[src/rtl/dmem_if.sv]
// dmem_if: bundle of requester ports A/B and the RAM pins for dmem_arbiter.
//
// Handshake: a requester raises x_req with x_we/x_addr/x_wdata stable and
// holds them until x_gnt is high. x_gnt is combinational and means "taken at
// this rising edge". The result returns as a single-cycle x_rvalid pulse two
// cycles later, with no backpressure.
interface dmem_if #(
    parameter int ADDRESS_WIDTH = 8,
    parameter int DATA_WIDTH    = 32
);
    logic                     a_req;
    logic                     a_we;
    logic [ADDRESS_WIDTH-1:0] a_addr;
    logic [DATA_WIDTH-1:0]    a_wdata;
    logic                     a_gnt;
    logic                     a_rvalid;
    logic [DATA_WIDTH-1:0]    a_rdata;

    logic                     b_req;
    logic                     b_we;
    logic [ADDRESS_WIDTH-1:0] b_addr;
    logic [DATA_WIDTH-1:0]    b_wdata;
    logic                     b_gnt;
    logic                     b_rvalid;
    logic [DATA_WIDTH-1:0]    b_rdata;

    logic                     mem_en;
    logic                     mem_we;
    logic [ADDRESS_WIDTH-1:0] mem_addr;
    logic [DATA_WIDTH-1:0]    mem_wdata;
    logic [DATA_WIDTH-1:0]    mem_rd;

    // Arbiter side.
    modport slave (
        input  a_req, a_we, a_addr, a_wdata,
        output a_gnt, a_rvalid, a_rdata,
        input  b_req, b_we, b_addr, b_wdata,
        output b_gnt, b_rvalid, b_rdata,
        output mem_en, mem_we, mem_addr, mem_wdata,
        input  mem_rd
    );

    // Requester and RAM side.
    modport master (
        output a_req, a_we, a_addr, a_wdata,
        input  a_gnt, a_rvalid, a_rdata,
        output b_req, b_we, b_addr, b_wdata,
        input  b_gnt, b_rvalid, b_rdata,
        input  mem_en, mem_we, mem_addr, mem_wdata,
        output mem_rd
    );
endinterface

[src/rtl/dmem_arbiter.sv]
// dmem_arbiter: two-port fixed-priority arbiter and 2-stage sequencer in front
// of a single-port write-first RAM with 1-cycle read latency.
// Optional feature macro: DMEM_ARB_STARVE_GUARD_EN (anti-starvation for B).
module dmem_arbiter #(
    parameter int ADDRESS_WIDTH = 8,
    parameter int DATA_WIDTH    = 32,
    parameter int STARVE_LIMIT  = 4
) (
    input  logic  clk,
    input  logic  rst_n,
    dmem_if.slave bus
);
    logic                     sel_a;
    logic                     sel_b;

    logic                     mem_en_q;
    logic                     mem_we_q;
    logic [ADDRESS_WIDTH-1:0] mem_addr_q;
    logic [DATA_WIDTH-1:0]    mem_wdata_q;
    logic                     iss_port;   // 0 = A, 1 = B
    logic                     a_rv_q;
    logic                     b_rv_q;

`ifdef DMEM_ARB_STARVE_GUARD_EN
    localparam logic [3:0] LIMIT = 4'(STARVE_LIMIT);
    logic [3:0] starve_cnt;
    logic       force_b;

    assign force_b = bus.a_req && bus.b_req && (starve_cnt == LIMIT);
`endif

    // Pick the winner; grants are held off while reset is asserted.
    always_comb begin
        sel_a = 1'b0;
        sel_b = 1'b0;
        if (rst_n) begin
`ifdef DMEM_ARB_STARVE_GUARD_EN
            if (force_b) begin
                sel_b = 1'b1;
            end else if (bus.a_req) begin
                sel_a = 1'b1;
            end else if (bus.b_req) begin
                sel_b = 1'b1;
            end
`else
            if (bus.a_req) begin
                sel_a = 1'b1;
            end else if (bus.b_req) begin
                sel_b = 1'b1;
            end
`endif
        end
    end

    // Issue stage: register the winner's access onto the RAM pins.
    always_ff @(posedge clk or negedge rst_n) begin
        if (!rst_n) begin
            mem_en_q    <= 1'b0;
            mem_we_q    <= 1'b0;
            mem_addr_q  <= '0;
            mem_wdata_q <= '0;
            iss_port    <= 1'b0;
        end else if (sel_a || sel_b) begin
            mem_en_q    <= 1'b1;
            mem_we_q    <= sel_b ? bus.b_we    : bus.a_we;
            mem_addr_q  <= sel_b ? bus.b_addr  : bus.a_addr;
            mem_wdata_q <= sel_b ? bus.b_wdata : bus.a_wdata;
            iss_port    <= sel_b;
        end else begin
            mem_en_q    <= 1'b0;
            mem_we_q    <= 1'b0;
        end
    end

    // Response stage: steer the RAM result back to the issuing port.
    always_ff @(posedge clk or negedge rst_n) begin
        if (!rst_n) begin
            a_rv_q <= 1'b0;
            b_rv_q <= 1'b0;
        end else begin
            a_rv_q <= mem_en_q && !iss_port;
            b_rv_q <= mem_en_q &&  iss_port;
        end
    end

`ifdef DMEM_ARB_STARVE_GUARD_EN
    // Count contested A-wins; any B grant or idle B restarts the count.
    always_ff @(posedge clk or negedge rst_n) begin
        if (!rst_n) begin
            starve_cnt <= 4'd0;
        end else if (sel_b || !bus.b_req) begin
            starve_cnt <= 4'd0;
        end else if (sel_a) begin
            starve_cnt <= starve_cnt + 4'd1;
        end
    end
`endif

    assign bus.a_gnt     = sel_a;
    assign bus.b_gnt     = sel_b;
    assign bus.mem_en    = mem_en_q;
    assign bus.mem_we    = mem_we_q;
    assign bus.mem_addr  = mem_addr_q;
    assign bus.mem_wdata = mem_wdata_q;
    assign bus.a_rvalid  = a_rv_q;
    assign bus.b_rvalid  = b_rv_q;
    assign bus.a_rdata   = a_rv_q ? bus.mem_rd : '0;
    assign bus.b_rdata   = b_rv_q ? bus.mem_rd : '0;
endmodule

[src/flat_wrapper.sv]
// flat-port wrapper written by rule: the top's interface ports become plain ports
module dmem_arbiter_flat 
#(
    parameter int ADDRESS_WIDTH = 8,
    parameter int DATA_WIDTH    = 32,
    parameter int STARVE_LIMIT  = 4
)
  (clk, rst_n, bus_a_req, bus_a_we, bus_a_addr, bus_a_wdata, bus_a_gnt, bus_a_rvalid, bus_a_rdata, bus_b_req, bus_b_we, bus_b_addr, bus_b_wdata, bus_b_gnt, bus_b_rvalid, bus_b_rdata, bus_mem_en, bus_mem_we, bus_mem_addr, bus_mem_wdata, bus_mem_rd);
  dmem_if #(.ADDRESS_WIDTH(ADDRESS_WIDTH), .DATA_WIDTH(DATA_WIDTH)) bus_i ();
  input  logic clk;
  input  logic rst_n;
  input wire logic [$bits(bus_i.a_req)-1:0] bus_a_req;
  input wire logic [$bits(bus_i.a_we)-1:0] bus_a_we;
  input wire logic [$bits(bus_i.a_addr)-1:0] bus_a_addr;
  input wire logic [$bits(bus_i.a_wdata)-1:0] bus_a_wdata;
  output wire logic [$bits(bus_i.a_gnt)-1:0] bus_a_gnt;
  output wire logic [$bits(bus_i.a_rvalid)-1:0] bus_a_rvalid;
  output wire logic [$bits(bus_i.a_rdata)-1:0] bus_a_rdata;
  input wire logic [$bits(bus_i.b_req)-1:0] bus_b_req;
  input wire logic [$bits(bus_i.b_we)-1:0] bus_b_we;
  input wire logic [$bits(bus_i.b_addr)-1:0] bus_b_addr;
  input wire logic [$bits(bus_i.b_wdata)-1:0] bus_b_wdata;
  output wire logic [$bits(bus_i.b_gnt)-1:0] bus_b_gnt;
  output wire logic [$bits(bus_i.b_rvalid)-1:0] bus_b_rvalid;
  output wire logic [$bits(bus_i.b_rdata)-1:0] bus_b_rdata;
  output wire logic [$bits(bus_i.mem_en)-1:0] bus_mem_en;
  output wire logic [$bits(bus_i.mem_we)-1:0] bus_mem_we;
  output wire logic [$bits(bus_i.mem_addr)-1:0] bus_mem_addr;
  output wire logic [$bits(bus_i.mem_wdata)-1:0] bus_mem_wdata;
  input wire logic [$bits(bus_i.mem_rd)-1:0] bus_mem_rd;
  assign bus_i.a_req = bus_a_req;
  assign bus_i.a_we = bus_a_we;
  assign bus_i.a_addr = bus_a_addr;
  assign bus_i.a_wdata = bus_a_wdata;
  assign bus_a_gnt = bus_i.a_gnt;
  assign bus_a_rvalid = bus_i.a_rvalid;
  assign bus_a_rdata = bus_i.a_rdata;
  assign bus_i.b_req = bus_b_req;
  assign bus_i.b_we = bus_b_we;
  assign bus_i.b_addr = bus_b_addr;
  assign bus_i.b_wdata = bus_b_wdata;
  assign bus_b_gnt = bus_i.b_gnt;
  assign bus_b_rvalid = bus_i.b_rvalid;
  assign bus_b_rdata = bus_i.b_rdata;
  assign bus_mem_en = bus_i.mem_en;
  assign bus_mem_we = bus_i.mem_we;
  assign bus_mem_addr = bus_i.mem_addr;
  assign bus_mem_wdata = bus_i.mem_wdata;
  assign bus_i.mem_rd = bus_mem_rd;
  dmem_arbiter #(.ADDRESS_WIDTH(ADDRESS_WIDTH), .DATA_WIDTH(DATA_WIDTH), .STARVE_LIMIT(STARVE_LIMIT)) u_core (.clk(clk), .rst_n(rst_n), .bus(bus_i));
endmodule
[config.mk]
export PLATFORM = sky130hd
export DESIGN_NAME = dmem_arbiter_flat
export DESIGN_NICKNAME = d
export VERILOG_FILES = /design/src/rtl/dmem_if.sv /design/src/rtl/dmem_arbiter.sv /design/src/flat_wrapper.sv
export SDC_FILE = /design/constraint.sdc
export NUM_CORES = 1
export LEC_CHECK = 0
export BUFFER_PORTS_ARGS = -buffer_cell sky130_fd_sc_hd__buf_2
export CAP_MARGIN = 40
export CORE_MARGIN = 3
export CORE_UTILIZATION = 30
export DETAILED_ROUTE_END_ITERATION = 8
export GPL_ROUTABILITY_DRIVEN = 0
export PLACE_DENSITY = 0.7
export SKIP_LAST_GASP = 1
export SYNTH_ARGS = -nofsm -noshare
export SYNTH_HDL_FRONTEND = slang
export SYNTH_SLANG_ARGS = --single-unit
[constraint.sdc]
create_clock -name clk -period 1.3 [get_ports clk]
set_input_delay 0.13 -clock clk [delete_from_list [all_inputs] [get_ports clk]]
set_output_delay 0.13 -clock clk [all_outputs]
set_load 0.02 [all_outputs]
Word level (Yosys, flattened, before mapping)
Cells that the tools add are included.
Word-level totals
  register bits after elaboration: 45
  output and inout bits: 110
  logic and storage cells: 23
Operators by class
  muxes and demuxes: 12
  reduce and logical (&&, ||, !) cells: 4
Operator list (count)
  $mux 32: 3
  $mux 1: 8
  $mux 8: 1
  $logic_and 1x1->1: 2
  $logic_not 1->1: 1
  $logic_or 1x1->1: 1

Longest topological paths before layout
Gate-level depths: netlist of the first run.
  depth after elaboration: 5
  mapped depth: 5
  gate-level depth less buffers: 2

Least setup slack after synthesis of the first run
OpenSTA, ideal clock, no wires.
  path type: register to output
  start: register u_core.b_rv_q (netlist: u_core.bus.b_rvalid)
  end: output port bus_b_rdata[31]
  arrival: 0.958 ns
  setup slack: 0.212 ns
  stages on the path, launching flop included: 3
  path buffers: 1
  path through: dfrtp_1 clkbuf_1 and2_1
On the way
  cells in the longest elaborated chain, start to end: 1
Ends and longest elaborated chain
  start, declared: RTL line dmem_arbiter.sv:22  | logic b_rv_q;
  start signal, assigned: RTL line dmem_arbiter.sv:82  | b_rv_q <= mem_en_q && iss_port;
  $mux 32: RTL line dmem_arbiter.sv:108  | assign bus.b_rdata = b_rv_q ? bus.mem_rd : '0;
  end, declared: RTL line flat_wrapper.sv:25  | output wire logic [$bits(bus_i.b_rdata)-1:0] bus_b_rdata;
No other way between the ends.

Final worst setup path of the first run
  start: register u_core.b_rv_q (netlist: u_core.bus.b_rvalid)
  end: output port bus_b_rdata[22]
Same word-level chain as after synthesis.

==> results of run 1 <==
[power by group through the flow]
stage	Combinational (W)	Clock, W	Sequential (W)
floorplan	0.000600	0	0.00191
global placement	0.00134	0	0.00171
detailed placement	0.00136	0	0.00172
CTS	0.00144	0.00102	0.00169
global route	0.00167	0.00106	0.00170
finish	0.00157	0.000976	0.00168
[layer usage]
| layer | vias to the layer above | wire (um) | part of all wire |
|---|---|---|---|
| met5 | - | 0 | 0 |
| met4 | 0 | 192 | 0.017 |
| met3 | 16 | 795 | 0.072 |
| met2 | 145 | 5780 | 0.52 |
| met1 | 1534 | 4340 | 0.39 |
| li1 | 1450 | - | - |
[logic make-up (layout without fill, tap and decap cells)]
kind of cell           after synthesis  count (layout)  synth area share
AO/OA/AOI/OAI                       43              43             0.146
other                                0               2                 0
flip-flops                          45              45             0.383
buffers and inverters               32             262            0.0656
AND/OR/NAND/NOR                    152             152             0.406
[area by class of cell]
| cell class | count | area [um2] | area share |
|---|---|---|---|
| diodes | 2 | 5.00 | 0.00105 |
| repair buffers | 254 | 1670 | 0.350 |
| clock buffers | 7 | 96.3 | 0.0202 |
| clock inverters | 1 | 5.00 | 0.00105 |
| well taps | 129 | 161 | 0.0338 |
| flip-flops and latches | 45 | 1130 | 0.238 |
| multi-input cells | 195 | 1700 | 0.356 |
[cells in the mapped netlist]
cell / count / area (um2)
a21boi_1: 1 / 7.51
a21oi_1: 1 / 5.00
and2_1: 66 / 413
buf_2: 6 / 30.0
buf_4: 3 / 22.5
buf_6: 7 / 78.8
clkbuf_1: 15 / 56.3
clkbuf_2: 1 / 5.00
dfrtp_1: 45 / 1130
nand2_1: 2 / 7.51
nand3b_1: 41 / 308
nand4bb_1: 40 / 450
nor2_1: 2 / 7.51
nor2b_1: 1 / 6.26
o211a_1: 40 / 400
o21a_4: 1 / 15.0
[sequential cells by signal, summed over array words and instances, names as in the netlist]
| register | count |
|---|---|
| u_core.bus.mem_en | 1 |
| u_core.bus.a_rvalid | 1 |
| u_core.bus.mem_we | 1 |
| u_core.bus.b_rvalid | 1 |
| u_core.bus.mem_addr | 8 |
| u_core.bus.mem_wdata | 32 |
| u_core.iss_port | 1 |
[how the worst min path moves through the flow]
stage                      from                  endpoint  slack (ns)  depth (start not counted)
final                     rst_n  u_core.bus.mem_wdata[15]        0.05                          3
after global routing      rst_n  u_core.bus.mem_wdata[15]        0.06                          3
after CTS                 rst_n         u_core.bus.mem_we        0.04                          3
after detailed placement  rst_n   u_core.bus.mem_wdata[2]        0.01                          1
after global placement    rst_n   u_core.bus.mem_wdata[2]        0.01                          1
after floorplan           rst_n       u_core.bus.a_rvalid       -0.17                          0
[per-stage QoR]
stage | setup WS (ns) | TNS [ns]
after floorplan | 0.212 | 0
final | -0.104 | -4.58
after detailed placement | 0.0117 | 0
after global placement | 0.0969 | 0
after CTS | -0.0884 | -4.00
after global routing | -0.137 | -6.68
[repair_timing]
item                                    4_1_cts  5_1_grt
pin swaps                                     7       22
setup buffers                                 3        3
resized for setup                            29       79
hold buffers                                  8        0
hold endpoints to repair                     25        0
endpoints found under the setup margin       66       64
gates cloned                                  0        2
==> flow_summary.json, run 1 <==
{
  "outcome": "finished with violations",
  "violations": "setup timing",
  "ir_drop_mv": 0.530,
  "final_nets": 619,
  "antenna_left": 0,
  "placed_cells": 607,
  "io_buffers": 227,
  "sw_frac_of_total": 0.337,
  "dieArea_mm2": 0.0110,
  "finalPower_w": 0.00423,
  "clock_latency_ns": 0.29,
  "synth_cells": 272,
  "arrival_ns": 1.27,
  "rows": 35,
  "grt_pass1_wl_um": 16000,
  "num_vias": 3145,
  "synth_cell_types": 16,
  "fin_crit_sh": 1.08,
  "worstSetupPathType": "reg -> out",
  "ys_seq_area_frac": 0.383,
  "leakagePower_nw": 2.38,
  "wl_per_cell_um": 17.5,
  "relSlewSlack": 0.655,
  "start_util": 0.314,
  "ys_ff_latch": 45,
  "hold_viol": 0,
  "max-cap-violations": 0,
  "critPathTopFamily": "flip-flops",
  "die_w_um": 105,
  "min_path_type": "in -> async",
  "drt-initial-drc-count": 124,
  "r2r_slack_ns": 0.57,
  "h-tree-depth": 2,
  "crit_path_end": "bus_b_rdata[22]",
  "cp_num_buf_inv": 2,
  "areaGrowthSynthToFinish_pct": 62.2,
  "cts_tree": "done",
  "max_stage_delay_ns": 0.54,
  "final_common_cell": "buf_2",
  "power.clock.fraction": 0.231,
  "cts_root_buf": "clkbuf_8",
  "rsz0062_at_grt": "yes",
  "dr.pass1.iters": 5,
  "reg2reg_from": "u_core.bus.mem_wdata[8]",
  "reg2reg_depth": 1,
  "synth.avg_cell_area_um2": 10.8,
  "p_seq_frac": 0.397,
  "synth-warning-count": 0,
  "synth_nets": 390,
  "design_area_mm2": 0.00477,
  "clock-sinks": 45,
  "cp-end-kind": "primary output",
  "crit_cells": 3,
  "layout-drive-gt1-share": 0.574,
  "final_cell_mix": "buf_2, dfrtp_1, nand3b_1, nand4bb_1, o211a_1",
  "critical_path.max_fanout": 8,
  "drc": 0,
  "instances_no_fill": 633,
  "slew_viol_final": 0,
  "cp_slowest_cell": "dfrtp_4",
  "p_int_w": 0.00280,
  "cts_buffers": 5,
  "ios": 228,
  "dpl_cell_area_mm2": 0.00419,
  "synth_area_mm2": 0.00294,
  "met2_usage": 0.329,
  "grt_pass1_vias": 3100,
  "finClkSkew_ns": 0.0000932,
  "setup_violations": 64,
  "via_per_inst": 4.97,
  "grt_util_met1": 0.198,
  "grt_util_met3": 0.0476,
  "holdWs_ns": 0.0461,
  "core-area_mm2": 0.00937,
  "worst_pin_slew_ns": 0.516,
  "r2r-end": "u_core.bus.mem_wdata[8]",
  "cts.path.max_buffers": 2,
  "crit_path_start_kind": "register",
  "path_cells": "clkbuf_16 -> and2_4 -> buf_6",
  "grt_use_total": 0.176,
  "dpl.hpwl_um": 7530,
  "setup_slack_ns": -0.104,
  "overflow": 0,
  "p_switching_w": 0.00143,
  "final_core_util": 0.509,
  "antenna_found_initial": 2,
  "max_freq_mhz": 712,
  "worstSetupStartpoint": "u_core.bus.b_rvalid",
  "cellPowerDensity_mw_per_mm2": 886,
  "grt_max_degree": 54,
  "fill_cells": 858,
  "wirelength_um": 11100,
  "busiest_layer": "met2",
  "die_h_um": 105,
  "path_clk_slew_ns": 0.09,
  "critPathRequiredTime_ns": 1.17,
  "fin_crit_ns": 1.40,
  "comb_power_share": 0.371
}
(Power assumes the default switching activity.)
==> run 2, diff against run 1 <==
- SKIP_CTS_REPAIR_TIMING: not set -> 1
==> run 2 against run 1 <==
Against the previous run:
- highest routed layer unchanged
- maximum frequency decreased by 0.77%
- sequential share of layout area increased by 0.53 points
- clock skew about the same
- critical endpoint is now bus_b_rdata[17]
- global-route usage decreased by 1.1 points
- the flow still finishes with violations (setup timing)
- largest cell class unchanged
- first-iteration DRC count increased by 47%
- power decreased by 0.59%
- routed wire length decreased by 2.8%
- sequential power about the same
==> flow_summary.json, run 2 (same netlist as run 1, synthesis figures left out) <==
{
  "hold_viol": 0,
  "relSlewSlack": 0.659,
  "placed_cells": 607,
  "ios": 228,
  "layout-drive-gt1-share": 0.558,
  "dieArea_mm2": 0.0110,
  "arrival_ns": 1.28,
  "areaGrowthSynthToFinish_pct": 58.7,
  "path_cells": "buf_6 -> and2_1 -> buf_2",
  "setup_violations": 66,
  "finClkSkew_ns": 0.000217,
  "clock_latency_ns": 0.29,
  "worstSetupPathType": "reg -> out",
  "outcome": "finished with violations",
  "leakagePower_nw": 2.35,
  "h-tree-depth": 2,
  "die_h_um": 105,
  "final_common_cell": "buf_2",
  "critical_path.max_fanout": 16,
  "ir_drop_mv": 0.526,
  "wirelength_um": 10800,
  "grt_max_degree": 58,
  "dpl_worst_slack_ns": 0.0117,
  "rsz0062_at_grt": "yes",
  "start_util": 0.314,
  "wl_per_cell_um": 17.2,
  "fill_cells": 876,
  "dr.pass1.iters": 7,
  "cts_buffers": 5,
  "max-cap-violations": 0,
  "antenna_left": 0,
  "cellPowerDensity_mw_per_mm2": 901,
  "instances_no_fill": 628,
  "crit_path_start_kind": "register",
  "cts_tree": "done",
  "num_vias": 3135,
  "die_w_um": 105,
  "tns_ns": -4.83,
  "grt_pass1_vias": 2939,
  "overflow": 0,
  "cp_num_buf_inv": 2,
  "cp_slowest_cell": "dfrtp_4",
  "max_stage_delay_ns": 0.51,
  "antenna_found_initial": 1,
  "drt-initial-drc-count": 182,
  "core-area_mm2": 0.00937,
  "path_clk_slew_ns": 0.09,
  "rows": 35,
  "final_nets": 615,
  "min_path_type": "in -> async",
  "worst_pin_slew_ns": 0.511,
  "cp-end-kind": "primary output",
  "grt_pass1_wl_um": 15000,
  "setup_slack_ns": -0.115,
  "slew_viol_final": 0,
  "cts.path.max_buffers": 2,
  "grt_use_total": 0.165,
  "critPathTopFamily": "flip-flops",
  "final_cell_mix": "buf_2, and2_1, dfrtp_1, nand3b_1",
  "cts_root_buf": "clkbuf_8",
  "via_per_inst": 4.99,
  "dpl.hpwl_um": 7530,
  "critPathRequiredTime_ns": 1.17,
  "violations": "setup timing",
  "clock-sinks": 45,
  "io_buffers": 227,
  "max_freq_mhz": 707,
  "drc": 0,
  "largest_register_ffs": 32,
  "fin_crit_ns": 1.41,
  "fin_crit_sh": 1.09
}
[run 2: through the flow]
stage	cell area [um2]	util	hold slack, ns	total power, W
6_report	4660	0.498	0.0391	0.00420
5_1_grt	4660	0.498	0.0500	0.00443
4_1_cts	4290	0.458	-0.311	0.00408
3_5_place_dp	4190	0.447	0.0139	0.00308
3_3_place_gp	4190	0.447	0.00959	0.00306
2_1_floorplan	2940	-	-0.166	0.00251
[run 2: path summary, 6_finish.rpt]
check	depth (start not counted)	from	slack [ns]	endpoint
min reg2reg	1	u_core.iss_port	0.45	u_core.bus.a_rvalid
max in group asynchronous	3	rst_n	0.44	u_core.bus.mem_wdata[10]
max reg2reg	1	u_core.bus.mem_wdata[13]	0.57	u_core.bus.mem_wdata[13]
min in group clk	3	bus_a_we	0.09	u_core.bus.mem_we
max	3	u_core.bus.b_rvalid	-0.11	bus_b_rdata[17]
min	3	rst_n	0.04	u_core.bus.mem_we
[run 2: routing by layer]
| metal | global-route usage | wire length (um) | vias to the layer above |
|---|---|---|---|
| li1 | - | - | 1445 |
| met1 | 0.190 | 4050 | 1531 |
| met2 | 0.307 | 5820 | 153 |
| met3 | 0.0457 | 854 | 6 |
| met4 | 0.0291 | 72 | 0 |
| met5 | 0 | 0 | - |
[run 2: layout make-up]
| cell class | count | area [um2] | area share |
|---|---|---|---|
| clock inverters | 1 | 5.00 | 0.00107 |
| multi-input cells | 195 | 1670 | 0.359 |
| flip-flops and latches | 45 | 1130 | 0.243 |
| repair buffers | 250 | 1590 | 0.341 |
| well taps | 129 | 161 | 0.0346 |
| clock buffers | 7 | 96.3 | 0.0207 |
| diodes | 1 | 2.50 | 0.000536 |
[run 2: power breakdown]
part           leakage, nW  internal, W  switching [W]
sequential           0.501      0.00158       0.000103
clock               0.0542     0.000482       0.000495
combinational         1.79     0.000726       0.000818
total                 2.35      0.00278        0.00142
